### config.mk
export PLATFORM = sky130hd
export DESIGN_NAME = spi_master
export DESIGN_NICKNAME = d
export VERILOG_FILES = /design/src/rtl/spi_master.sv
export SDC_FILE = /design/constraint.sdc
export NUM_CORES = 1
export LEC_CHECK = 0
export CAP_MARGIN = 0
export CELL_PAD_IN_SITES_DETAIL_PLACEMENT = 0
export CELL_PAD_IN_SITES_GLOBAL_PLACEMENT = 1
export CORE_MARGIN = 4
export CORE_UTILIZATION = 46
export CTS_BUF_LIST = sky130_fd_sc_hd__clkbuf_16
export DETAILED_ROUTE_END_ITERATION = 6
export PLACE_DENSITY_LB_ADDON = 0.05
export SYNTH_ARGS = -nofsm -noshare
export SYNTH_HDL_FRONTEND = slang
export SYNTH_SLANG_ARGS = --single-unit
### constraint.sdc
create_clock -name clock -period 3.73 [get_ports clock]
set_input_delay 0.746 -clock clock [delete_from_list [all_inputs] [get_ports clock]]
set_output_delay 0.746 -clock clock [all_outputs]
set_load 0.01 [all_outputs]
### src/rtl/spi_master.sv
// rtl/spi_master.sv - SPI mode-0 master issuing ID/address/data register frames
module spi_master #(
    parameter int          CLK_DIV   = 4,
    parameter int          SS_SETUP  = 4,
    parameter int          SS_GAP    = 8,
    parameter logic [7:0]  SLAVE_IDW = 8'hFF,
    parameter logic [7:0]  SLAVE_IDR = 8'h00
) (
    input  logic       clock,
    input  logic       reset,
    input  logic       start,
    input  logic       rw,
    input  logic [7:0] addr,
    input  logic [7:0] wdata,
    output logic       busy,
    output logic       done,
    output logic [7:0] rdata,
    output logic       ss,
    output logic       sclk,
    output logic       mosi,
    input  logic       miso
);

    typedef enum logic [2:0] {IDLE, SETUP, SHIFT, HOLD, GAP} state_t;

    localparam logic [15:0] DIV_LAST   = 16'(CLK_DIV - 1);
    localparam logic [15:0] SETUP_LAST = 16'(SS_SETUP - 1);
    localparam logic [15:0] GAP_LAST   = 16'(SS_GAP - 1);

    state_t      state, state_n;
    logic [15:0] cnt, cnt_n;
    logic [4:0]  bc, bc_n;
    logic [23:0] shreg, shreg_n;
    logic [7:0]  rx, rx_n;
    logic [7:0]  rdata_n;
    logic        op_rw, op_rw_n;
    logic        ss_n, sclk_n, mosi_n, busy_n, done_n;

    // A reset that lands mid-frame leaves the last read result intact;
    // a reset held for two or more cycles always clears rdata.
    always_ff @(posedge clock) begin
        if (reset) begin
            state <= IDLE;
            cnt   <= '0;
            bc    <= '0;
            shreg <= '0;
            rx    <= '0;
            op_rw <= 1'b0;
            ss    <= 1'b1;
            sclk  <= 1'b0;
            mosi  <= 1'b0;
            busy  <= 1'b0;
            done  <= 1'b0;
            if (!busy)
                rdata <= '0;
        end else begin
            state <= state_n;
            cnt   <= cnt_n;
            bc    <= bc_n;
            shreg <= shreg_n;
            rx    <= rx_n;
            op_rw <= op_rw_n;
            ss    <= ss_n;
            sclk  <= sclk_n;
            mosi  <= mosi_n;
            busy  <= busy_n;
            done  <= done_n;
            rdata <= rdata_n;
        end
    end

    always_comb begin
        state_n = state;
        cnt_n   = cnt;
        bc_n    = bc;
        shreg_n = shreg;
        rx_n    = rx;
        op_rw_n = op_rw;
        ss_n    = ss;
        sclk_n  = sclk;
        mosi_n  = mosi;
        busy_n  = busy;
        done_n  = 1'b0;
        rdata_n = rdata;
        case (state)
            IDLE: begin
                if (start) begin
                    shreg_n = {rw ? SLAVE_IDW : SLAVE_IDR, addr, rw ? wdata : 8'h00};
                    op_rw_n = rw;
                    mosi_n  = rw ? SLAVE_IDW[7] : SLAVE_IDR[7];
                    ss_n    = 1'b0;
                    sclk_n  = 1'b0;
                    busy_n  = 1'b1;
                    cnt_n   = '0;
                    bc_n    = '0;
                    rx_n    = '0;
                    state_n = SETUP;
                end
            end
            SETUP: begin
                sclk_n = 1'b0;
                if (cnt == SETUP_LAST) begin
                    cnt_n   = '0;
                    state_n = SHIFT;
                end else begin
                    cnt_n = cnt + 16'd1;
                end
            end
            SHIFT: begin
                if (cnt == DIV_LAST) begin
                    cnt_n = '0;
                    if (!sclk) begin
                        sclk_n = 1'b1;
                        // miso is sampled in the cycle before the rising edge is driven
                        if (bc >= 5'd16 && !op_rw)
                            rx_n = {rx[6:0], miso};
                    end else begin
                        sclk_n = 1'b0;
                        if (bc < 5'd23) begin
                            shreg_n = {shreg[22:0], 1'b0};
                            mosi_n  = shreg[22];
                            bc_n    = bc + 5'd1;
                        end else begin
                            mosi_n  = 1'b0;
                            state_n = HOLD;
                        end
                    end
                end else begin
                    cnt_n = cnt + 16'd1;
                end
            end
            HOLD: begin
                sclk_n = 1'b0;
                if (cnt == DIV_LAST) begin
                    cnt_n   = '0;
                    ss_n    = 1'b1;
                    state_n = GAP;
                end else begin
                    cnt_n = cnt + 16'd1;
                end
            end
            GAP: begin
                if (cnt == GAP_LAST) begin
                    cnt_n   = '0;
                    done_n  = 1'b1;
                    busy_n  = 1'b0;
                    if (!op_rw)
                        rdata_n = rx;
                    state_n = IDLE;
                end else begin
                    cnt_n = cnt + 16'd1;
                end
            end
            default: state_n = IDLE;
        endcase
    end

endmodule

Word level (Yosys, flattened, before mapping)
Cells that the tools add are included.
{"block": "word_totals", "reg_bits": 69, "input_bits": 21, "wordCells": 108}
{"block": "classes", "addsub": 2, "order_cmp": 2, "eq_ne": 18, "muxes": 50, "bitwise_logic": 1, "n_reduce_logical": 23}
{"op": "23-bit two-way mux", "count": 4}
{"op": "8-bit two-way mux", "count": 10}
{"op": "16-bit two-way mux", "count": 3}
{"op": "16-bit one-hot mux with 3 select lines", "count": 1}
{"op": "23-bit one-hot mux with 2 select lines", "count": 1}
{"op": "2-bit != test, second input constant", "count": 12}
{"op": "3-bit two-way mux", "count": 7}
{"op": "5-bit two-way mux", "count": 4}
{"op": "16-bit by 1-bit adder with 16-bit output, second input constant", "count": 1}
{"op": "16-bit by 2-bit == test with 1-bit output, second input constant", "count": 1}
{"op": "16-bit by 3-bit == test with 1-bit output, second input constant", "count": 1}
{"op": "8-bit one-hot mux with 2 select lines", "count": 1}
{"op": "3-bit one-hot mux with 5 select lines", "count": 1}
{"op": "1-bit two-way mux", "count": 12}
{"op": "5-bit one-hot mux with 2 select lines", "count": 1}
{"op": "5-bit AND reduction", "count": 2}
{"op": "2-bit nonzero test", "count": 5}
{"op": "3-bit AND reduction", "count": 3}
{"op": "4-bit AND reduction", "count": 2}
{"op": "7-bit two-way mux", "count": 1}
{"op": "7-bit AND reduction", "count": 1}
{"op": "3-bit by 2-bit == test with 1-bit output, second input constant", "count": 2}
{"op": "1-bit one-hot mux with 2 select lines", "count": 3}
{"op": "3-bit nonzero test", "count": 2}
{"op": "other kinds (13)", "count": 15}

Depth between registers and ports, before layout
Gate-level depths: netlist (run 1).
{"block": "logic_depth", "ltp_word": 6, "mapped_depth": 8, "ltp_nobuf": 6}

Worst setup path after synthesis (run 1)
No wires, ideal clock.
{"block": "synth_path", "kind": "in2reg", "from": "input port reset", "to": "register rdata[0] (enable)", "arrival_time_ns": 2.068, "required_ns": 3.343, "slack_ns": 1.275, "stages": 4, "path_buffers": 3, "path_cell_list": "clkbuf_1 > clkbuf_1 > buf_1 > o31ai_1"}
{"block": "synth_via", "elab_chain_len": 2, "word_cells_on_any_way": 5, "cone_classes": "2 x eq/ne; 3 x reduce/logical"}
{"item": "start: declaration", "line": "10", "text": "input logic reset,"}
{"item": "2-bit != test (no line) / 2-bit nonzero test (equally long branches)"}
{"item": "4-bit AND reduction (no line) (*)"}
{"item": "end signal: assignment", "line": "68", "text": "rdata <= rdata_n;"}
{"item": "end: declaration", "line": "17", "text": "output logic [7:0] rdata,"}
Every way passes the cells marked *; elsewhere a longest branch is shown, timed or not.
A chain may end at the register's enable or synchronous reset.

Final worst setup path (run 1)
{"block": "layout_path", "from": "register cnt[0]", "to": "register rdata[6] (enable)"}
{"block": "layout_via", "elab_chain_len": 3}
{"item": "start: declaration", "line": "31", "text": "logic [15:0] cnt, cnt_n;"}
{"item": "start signal: assignment", "line": "58", "text": "cnt <= cnt_n;"}
{"item": "16-bit by 3-bit == test with 1-bit output", "line": "143", "text": "if (cnt == GAP_LAST) begin"}
{"item": "2-bit nonzero test (no line)"}
{"item": "4-bit AND reduction (no line)"}
No other way between the ends.

==> qor.yml, run 1 <==
synthFlopType: "dfxtp_1"
fin_nets: 402
fin_total_pwr_mw: 1.722
slew_headroom_pct: 23.46
grt_pass1_wl_um: 11510
rsz0062_at_grt: "no"
drt-initial-drc-count: 109
synthAdderAreaFrac_pct: 0.7722
areaGrowthSynthToFinish_pct: 18.53
critPathKind: "reg -> reg"
end_kind: "flop"
synth_edf_count: 8
ys_seq_elements: 69
crit_fanout: 8
outcome: "finished, final reports clean"
synth_fp_nets: 378
synth_cell_type_count: 49
synth_top_cell_by_area: "dfxtp_1"
wl_per_cell_um: 13.69
cts_sinks: 69
crit_arrival_ns: 2.67
hold_viol: 0
hold_path_class: "reg -> reg"
clk_pin_slew_ns: 0.05
synth_area_leaders: "dfxtp_1 38%, edfxtp_1 7.4%, a211oi_2 5.8%, nor2_1 5.2%, nand2_1 3.8%"
antenna_cells: 0
power_density_nw_per_um2: 448.2
synth_top_area_share_pct: 37.68
numCtsBuffers: 9
cts_tree: "built"
cts-root-buf: "clkbuf_16"
drcViolationCount: 0
finalWirelength_um: 6570
cts.path.max_buffers: 2
die_x_um: 91.94
syn_area_um2: 3241
start_kind: "flop"
start_util_pct: 47.44
yosysSeqAreaShare_pct: 45.10
gp_congestion: 0.7695
async_reset_ff_share_pct: 0
finalMaxSlewViolations: 0
core_um2: 6832
dieHeight_um: 91.94
fillers: 666
antenna_found_initial: 0
vias_per_cell: 5.371
gr-usage-met3_pct: 3.199
dpl-instance-area_um2: 3572
synthXorXnorAreaFrac_pct: 3.243
required_ns: 3.67
synth_top_family_by_area: "simple AND/OR/NAND/NOR gates"
fmax_mhz: 366.5
clock_latency_ns: 0.32
synth_mux_area_share_pct: 2.471
rows: 30
drive_gt1_share_pct: 12.24
die-area_um2: 8452
ctsHoldBuffers: 0
dr.pass1.iters: 4
tns_ns: 0
hpwl_um: 4333
leakagePower_nw: 1.399
grt_use_met1_pct: 21.78
synth.avg_cell_area_um2: 9.128
min_period_ns: 2.728
grt_max_degree: 55
stdcell_area_um2: 3841
ant_nets: 0
synth_cells: 355
grt_usage_pct: 16.42
io_buffers: 33
synth.most_common_cell: "dfxtp_1"
hold_ws_ns: 0.4560
gr-total-overflow: 0
synth_compound_area_share_pct: 19.34
finalSetupViolCount: 0
cap_violations: 0
worstMarginPinSlew_ns: 1.138
grt_pass1_vias: 2473
ctsResizeCount: 0
fin_util_pct: 56.23
skew_ns: 0.006748
h-tree-depth: 3
grt_use_met2_pct: 26.40
synth-simple-area-share_pct: 24.05
min_period_over_period_pct: 73.15
ys_top_cells_by_count: "61 x dfxtp_1, 45 x nor2_1, 33 x nand2_1"
top_level_ports: 34
via_count: 2578
cts_setup_buffers: 0
top_usage_layer: "met2"
synth-warning-count: 0
ir_drop_uv: 256.0
-- layer usage --
layer  vias to the layer above  routed length (µm)
met4                         0                 114
li1                       1333                   -
met1                      1198                3240
met2                        36                3022
met3                        11                 192
met5                         -                   0
-- final cells by class --
cell class,instances,area (µm²),share of cell area [%]
inverter,3,11.26,0.2932
clock inverter,7,43.79,1.140
sequential,69,1461,38.05
tap,96,120.1,3.127
timing repair buffer,38,362.8,9.446
clock buffer,9,225.2,5.863
multi-input combinational,258,1617,42.08
-- final timing paths --
kind | from | to | slack, ns | cells after the start
setup / recovery | cnt[0] | rdata[6] | 1.00 | 5
hold / removal | rx[0] | rx[0] | 0.46 | 2
setup reg to reg | cnt[0] | rdata[6] | 1.00 | 5
hold reg to reg | rx[0] | rx[0] | 0.46 | 2
-- cells in the final DEF (no fill, tap or decap), types with 4 or more instances in the layout --
cell type	instances
dfxtp_1	61
nor2_1	45
nand2_1	33
clkdlybuf4s50_1	32
a21oi_1	23
o21ai_0	15
a211oi_2	15
nor3_1	11
nand3_1	11
and3_1	11
a211oi_1	10
xor2_1	9
clkbuf_16	9
nor2b_1	8
nand4_1	8
mux2i_1	8
edfxtp_1	8
a31oi_1	7
buf_4	5
nand2b_1	4
inv_1	4
-- sequential cells by signal (all words and copies together), names as in the netlist --
name	count
sclk	1
busy	1
op_rw	1
mosi	1
shreg	23
done	1
rx	8
state	3
ss	1
cnt	16
rdata	8
bc	5
-- per-stage QoR --
step                cells  setup WS [ns]
floorplan             355          1.275
detailed placement    464          1.005
finish                480          1.002
CTS                   480         0.9986
global route          480         0.6776
global placement      464          1.077
-- kinds of logic (layout without fill, tap and decap cells) --
group                      count (synthesis)  after routing
adders and majority gates                  2              2
DFF                                       69             69
and+or+nand+nor                          153            153
buffers and inverters                     28             57
muxes                                      8              8
AOI/OAI and AO/OA                         83             83
xor gates and xnor gates                  12             12
-- where the power goes --
group | leakage [nW] | internal [mW] | total (mW) | switching, mW
Clock | 0.136 | 0.445 | 0.755 | 0.310
Sequential | 0.578 | 0.784 | 0.803 | 0.0188
Combinational | 0.685 | 0.0760 | 0.164 | 0.0882
-- worst max-delay path: stages, from the launching register on --
cell and delay [ns]:
dfxtp_1 0.40, ha_1 0.24, nor4bb_1 0.28, and4_1 0.32, nand3_1 0.15, o31ai_1 0.95
(Power assumes the default switching activity.)
==> run 2: changes to the inputs <==
Settings changed: CORE_UTILIZATION 46 to 39.
Clock period 3.73 ns to 2.35 ns, I/O delays scaled along.
==> qor.yml, run 2 (synthesis results as in run 1) <==
finalSetupViolCount: 0
critical-path-top-delay-family: "simple AND/OR/NAND/NOR gates"
end_kind: "flop"
hold_viol: 0
grt_usage_pct: 15.34
largest_reg_flops: 23
fin_nets: 413
cts_setup_buffers: 0
fillers: 733
fin_util_pct: 50.92
fmax_mhz: 477.0
m1WireLength_um: 3522
stdcell_area_um2: 4016
drive_gt1_share_pct: 15.19
core_um2: 7888
endpoint: "cnt[13]"
grt_pass1_vias: 2525
cts_sinks: 69
start_kind: "flop"
layout_common_cells: "61 x dfxtp_1, 45 x nor2_1, 33 x nand2_1"
antenna_cells: 0
antenna_found_initial: 0
tns_ns: 0
timing.reg2reg.setup_slack_ns: 0.25
crit_arrival_ns: 2.31
numCtsBuffers: 9
reg2reg_to: "cnt[13]"
h-tree-depth: 3
multi_input_area_um2: 1623
outcome: "finished, final reports clean"
grt_pass1_wl_um: 12290
wl_per_cell_um: 14.02
slew_headroom_pct: 58.46
top_level_ports: 34
crit_buf_inv: 1
rsz0062_at_grt: "no"
hold_depth: 2
hpwl_um: 4731
ant_nets: 0
min_period_over_period_pct: 89.20
worstMarginPinSlew_ns: 0.6211
die-area_um2: 9832
start_util_pct: 41.09
rr_startpoint: "cnt[0]"
required_ns: 2.57
io_buffers: 33
gp_congestion: 0.7702
areaGrowthSynthToFinish_pct: 23.94
wl_met3_um: 236
largest-register: "shreg"
final_common_cell: "dfxtp_1"
wl_met2_um: 3088
skew_ns: 0.005964
reg2reg_depth: 7
cap_violations: 0
crit_start: "cnt[0]"
path_depth: 7
gr-total-overflow: 0
finalWirelength_um: 6970
cts_tree: "built"
vias_per_cell: 5.227
drt-initial-drc-count: 78
die_x_um: 99.16
clk_pin_slew_ns: 0.06
cpPeakStageDelay_ns: 0.45
largestRegisters: "shreg: 23 flops, cnt: 16 flops"
crit_path_cell_trace: "ha_1 -> nor4b_2 -> and4_1 -> buf_4 -> o22ai_4 -> or4b_1 -> o311ai_0"
finalMaxSlewViolations: 0
cts-root-buf: "clkbuf_16"
min_period_ns: 2.096
rows: 32
crit_fanout: 9
power_density_nw_per_um2: 748.8
hold_path_class: "reg -> reg"
crit_slowest_cell: "or4b_1"
leakagePower_nw: 1.477
regArea_um2: 1461
dpl-instance-area_um2: 3687
cts.path.max_buffers: 2
ir_drop_uv: 512.1
dr.max_layer_used: "met4"
drcViolationCount: 0
clock_latency_ns: 0.33
grt_max_degree: 29
critPathKind: "reg -> reg"
via_count: 2598
dieHeight_um: 99.16
dr.pass1.iters: 4
run 2: cell types whose count changed in the layout (fill, tap and decap cells not counted):
cell	delta
a31oi_1	-1
inv_6	+2
clkinv_2	-2
clkinvlp_4	+1
buf_4	+9
buf_12	+2
clkinv_4	-2
bufinv_16	+2
a31oi_2	+1
inv_1	-1
run 2: cell type report:
type                            instances  share of cell area, %
Multi-Input combinational cell        258                  40.41
Sequential cell                        69                  36.39
Timing Repair Buffer                   49                  11.71
Clock buffer                            9                  5.607
Tap cell                              102                  3.178
Clock inverter                          7                  2.430
Inverter                                3                 0.2804
run 2: what timing repair did:
item / 4_1_cts / 5_1_grt
endpoints found under the setup margin: 0 / 9
hold buffers: 0 / 0
gates resized for setup: 0 / 1
run 2: worst min path at each step:
stage	start	end	slack, ns
global placement	rx[0]	rx[0]	0.44
floorplan	rx[0]	rx[0]	0.43
global route	ss	ss	0.50
finish	rx[0]	rx[0]	0.45
detailed placement	rx[0]	rx[0]	0.44
CTS	rx[0]	rx[0]	0.45
run 2: metal layers:
| layer | global-route usage, % | vias up |
|---|---|---|
| met4 | 6.092 | 0 |
| li1 | - | 1349 |
| met5 | 0 | - |
| met2 | 23.50 | 31 |
| met1 | 20.51 | 1206 |
| met3 | 4.208 | 12 |
run 2: stage by stage:
| step | instances | power, mW | setup WS [ns] | hold WS [ns] |
|---|---|---|---|---|
| detailed placement | 481 | 1.584 | -0.01865 | 0.4445 |
| global route | 497 | 3.147 | 0.03688 | 0.5031 |
| CTS | 497 | 3.047 | 0.03435 | 0.4540 |
| floorplan | 355 | 1.476 | 0.02209 | 0.4273 |
| finish | 497 | 3.007 | 0.2537 | 0.4525 |
| global placement | 481 | 1.581 | -0.002480 | 0.4368 |
run 2: worst reg2reg max path: stages, from the launching register on:
cell and delay (ns):
dfxtp_1 0.34, ha_1 0.25, nor4b_2 0.18, and4_1 0.25
buf_4 0.19, o22ai_4 0.25, or4b_1 0.45, o311ai_0 0.09
run 2: power by group:
group          total (mW)  internal [mW]  switching, mW  leakage, nW
combinational       0.282          0.137          0.145        0.747
clock                1.45          0.934          0.519        0.152
sequential           1.27           1.24         0.0295        0.578
total                3.01           2.31          0.693         1.48
==> run 3: changes to the inputs <==
Settings changed: PLACE_DENSITY_LB_ADDON 0.05 to 0.1.
==> qor.yml, run 3 (synthesis results as in run 1) <==
die_x_um: 99.16
cts.path.max_buffers: 2
finalMaxSlewViolations: 0
leakagePower_nw: 1.482
h-tree-depth: 3
via_count: 2630
crit_fanout: 8
io_buffers: 33
grt_max_degree: 31
fin_nets: 412
min_period_over_period_pct: 93.58
hold_viol: 0
areaGrowthSynthToFinish_pct: 23.82
numCtsBuffers: 9
cap_violations: 0
start_kind: "flop"
min_period_ns: 2.199
hpwl_um: 4662
drt-initial-drc-count: 97
fmax_mhz: 454.7
dr.pass1.iters: 4
dieHeight_um: 99.16
tns_ns: 0
fillers: 742
drive_gt1_share_pct: 14.47
grt_usage_pct: 14.53
multi_input_area_um2: 1623
cts_tree: "built"
largestRegisters: "shreg: 23 flops, cnt: 16 flops"
finalWirelength_um: 7007
regArea_um2: 1461
end_kind: "flop"
worstMarginPinSlew_ns: 0.6158
start_util_pct: 41.09
largest_reg_flops: 23
fin_ws_ns: 0.1508
grt_pass1_wl_um: 11800
slew_headroom_pct: 58.82
power_density_nw_per_um2: 770.5
hold_path_class: "reg -> reg"
clk_pin_slew_ns: 0.06
core_um2: 7888
final_common_cell: "dfxtp_1"
fin_cells: 496
hold_ws_ns: 0.4485
rows: 32
outcome: "finished, final reports clean"
antenna_found_initial: 0
dp_slack_ns: -0.02064
clock_latency_ns: 0.33
ant_nets: 0
die-area_um2: 9832
drcViolationCount: 0
vias_per_cell: 5.302
skew_ns: 0.004870
crit_arrival_ns: 2.41
top_level_ports: 34
dp.cells: 480
cts-root-buf: "clkbuf_16"
grt_pass1_vias: 2382
fin_util_pct: 50.87
ir_drop_uv: 404.4
critPathKind: "reg -> reg"
wl_per_cell_um: 14.13
finalSetupViolCount: 0
gp_congestion: 0.7718
cts_sinks: 69
required_ns: 2.56
layout_common_cells: "61 x dfxtp_1, 45 x nor2_1, 33 x nand2_1"
rsz0062_at_grt: "no"
largest-register: "shreg"
gr-total-overflow: 0
antenna_cells: 0
run 3: changes by cell type in the layout (fill, tap and decap cells not counted), sizes merged:
cell / previous run / this run
bufinv: 2 / 3
clkinvlp: 2 / 1
buf: 17 / 16
run 3: cell type report:
cell class                 instances  share of cell area (%)
multi-input combinational        258                   40.44
sequential                        69                   36.42
timing repair buffer              48                   11.23
clock buffer                       9                   5.613
tap                              102                   3.181
clock inverter                     7                   2.838
inverter                           3                  0.2806
run 3: timing repair:
action / 4_1_cts / 5_1_grt
setup buffers: 0 / 0
setup endpoints to repair: 0 / 10
resized for setup: 0 / 1
hold buffers: 0 / 0
run 3: worst max-delay path, stage by stage, from the launching register on:
cell and delay (ns):
dfxtp_1 0.34, ha_1 0.25, nor4b_2 0.18, and4_1 0.28, buf_4 0.19, o22ai_4 0.27, or4b_1 0.48, o311ai_0 0.10
run 3: per-stage QoR:
stage,instance area [µm²],power (mW)
2_1_floorplan,3241,1.476
3_3_place_gp,3667,1.575
3_5_place_dp,3667,1.577
4_1_cts,4006,3.126
5_1_grt,4013,3.205
6_report,4013,3.092
run 3: where the power goes:
part / switching (mW) / total [mW] / internal (mW)
logic: 0.145 / 0.277 / 0.132
clock network: 0.510 / 1.54 / 1.03
registers: 0.0295 / 1.27 / 1.24
run 3: per-layer routing:
| layer | global-route usage [%] | vias up | part of all wire [%] |
|---|---|---|---|
| met5 | 0 | - | 0 |
| met4 | 5.672 | 0 | 1.2 |
| li1 | - | 1349 | - |
| met1 | 20.64 | 1233 | 51 |
| met3 | 3.296 | 5 | 3.6 |
| met2 | 21.38 | 43 | 44 |
run 3: final timing paths:
kind | to | slack (ns) | from | cells after the start
max reg2reg | cnt[13] | 0.15 | cnt[0] | 7
min reg2reg | rx[0] | 0.45 | rx[0] | 2
max | cnt[13] | 0.15 | cnt[0] | 7
min | rx[0] | 0.45 | rx[0] | 2
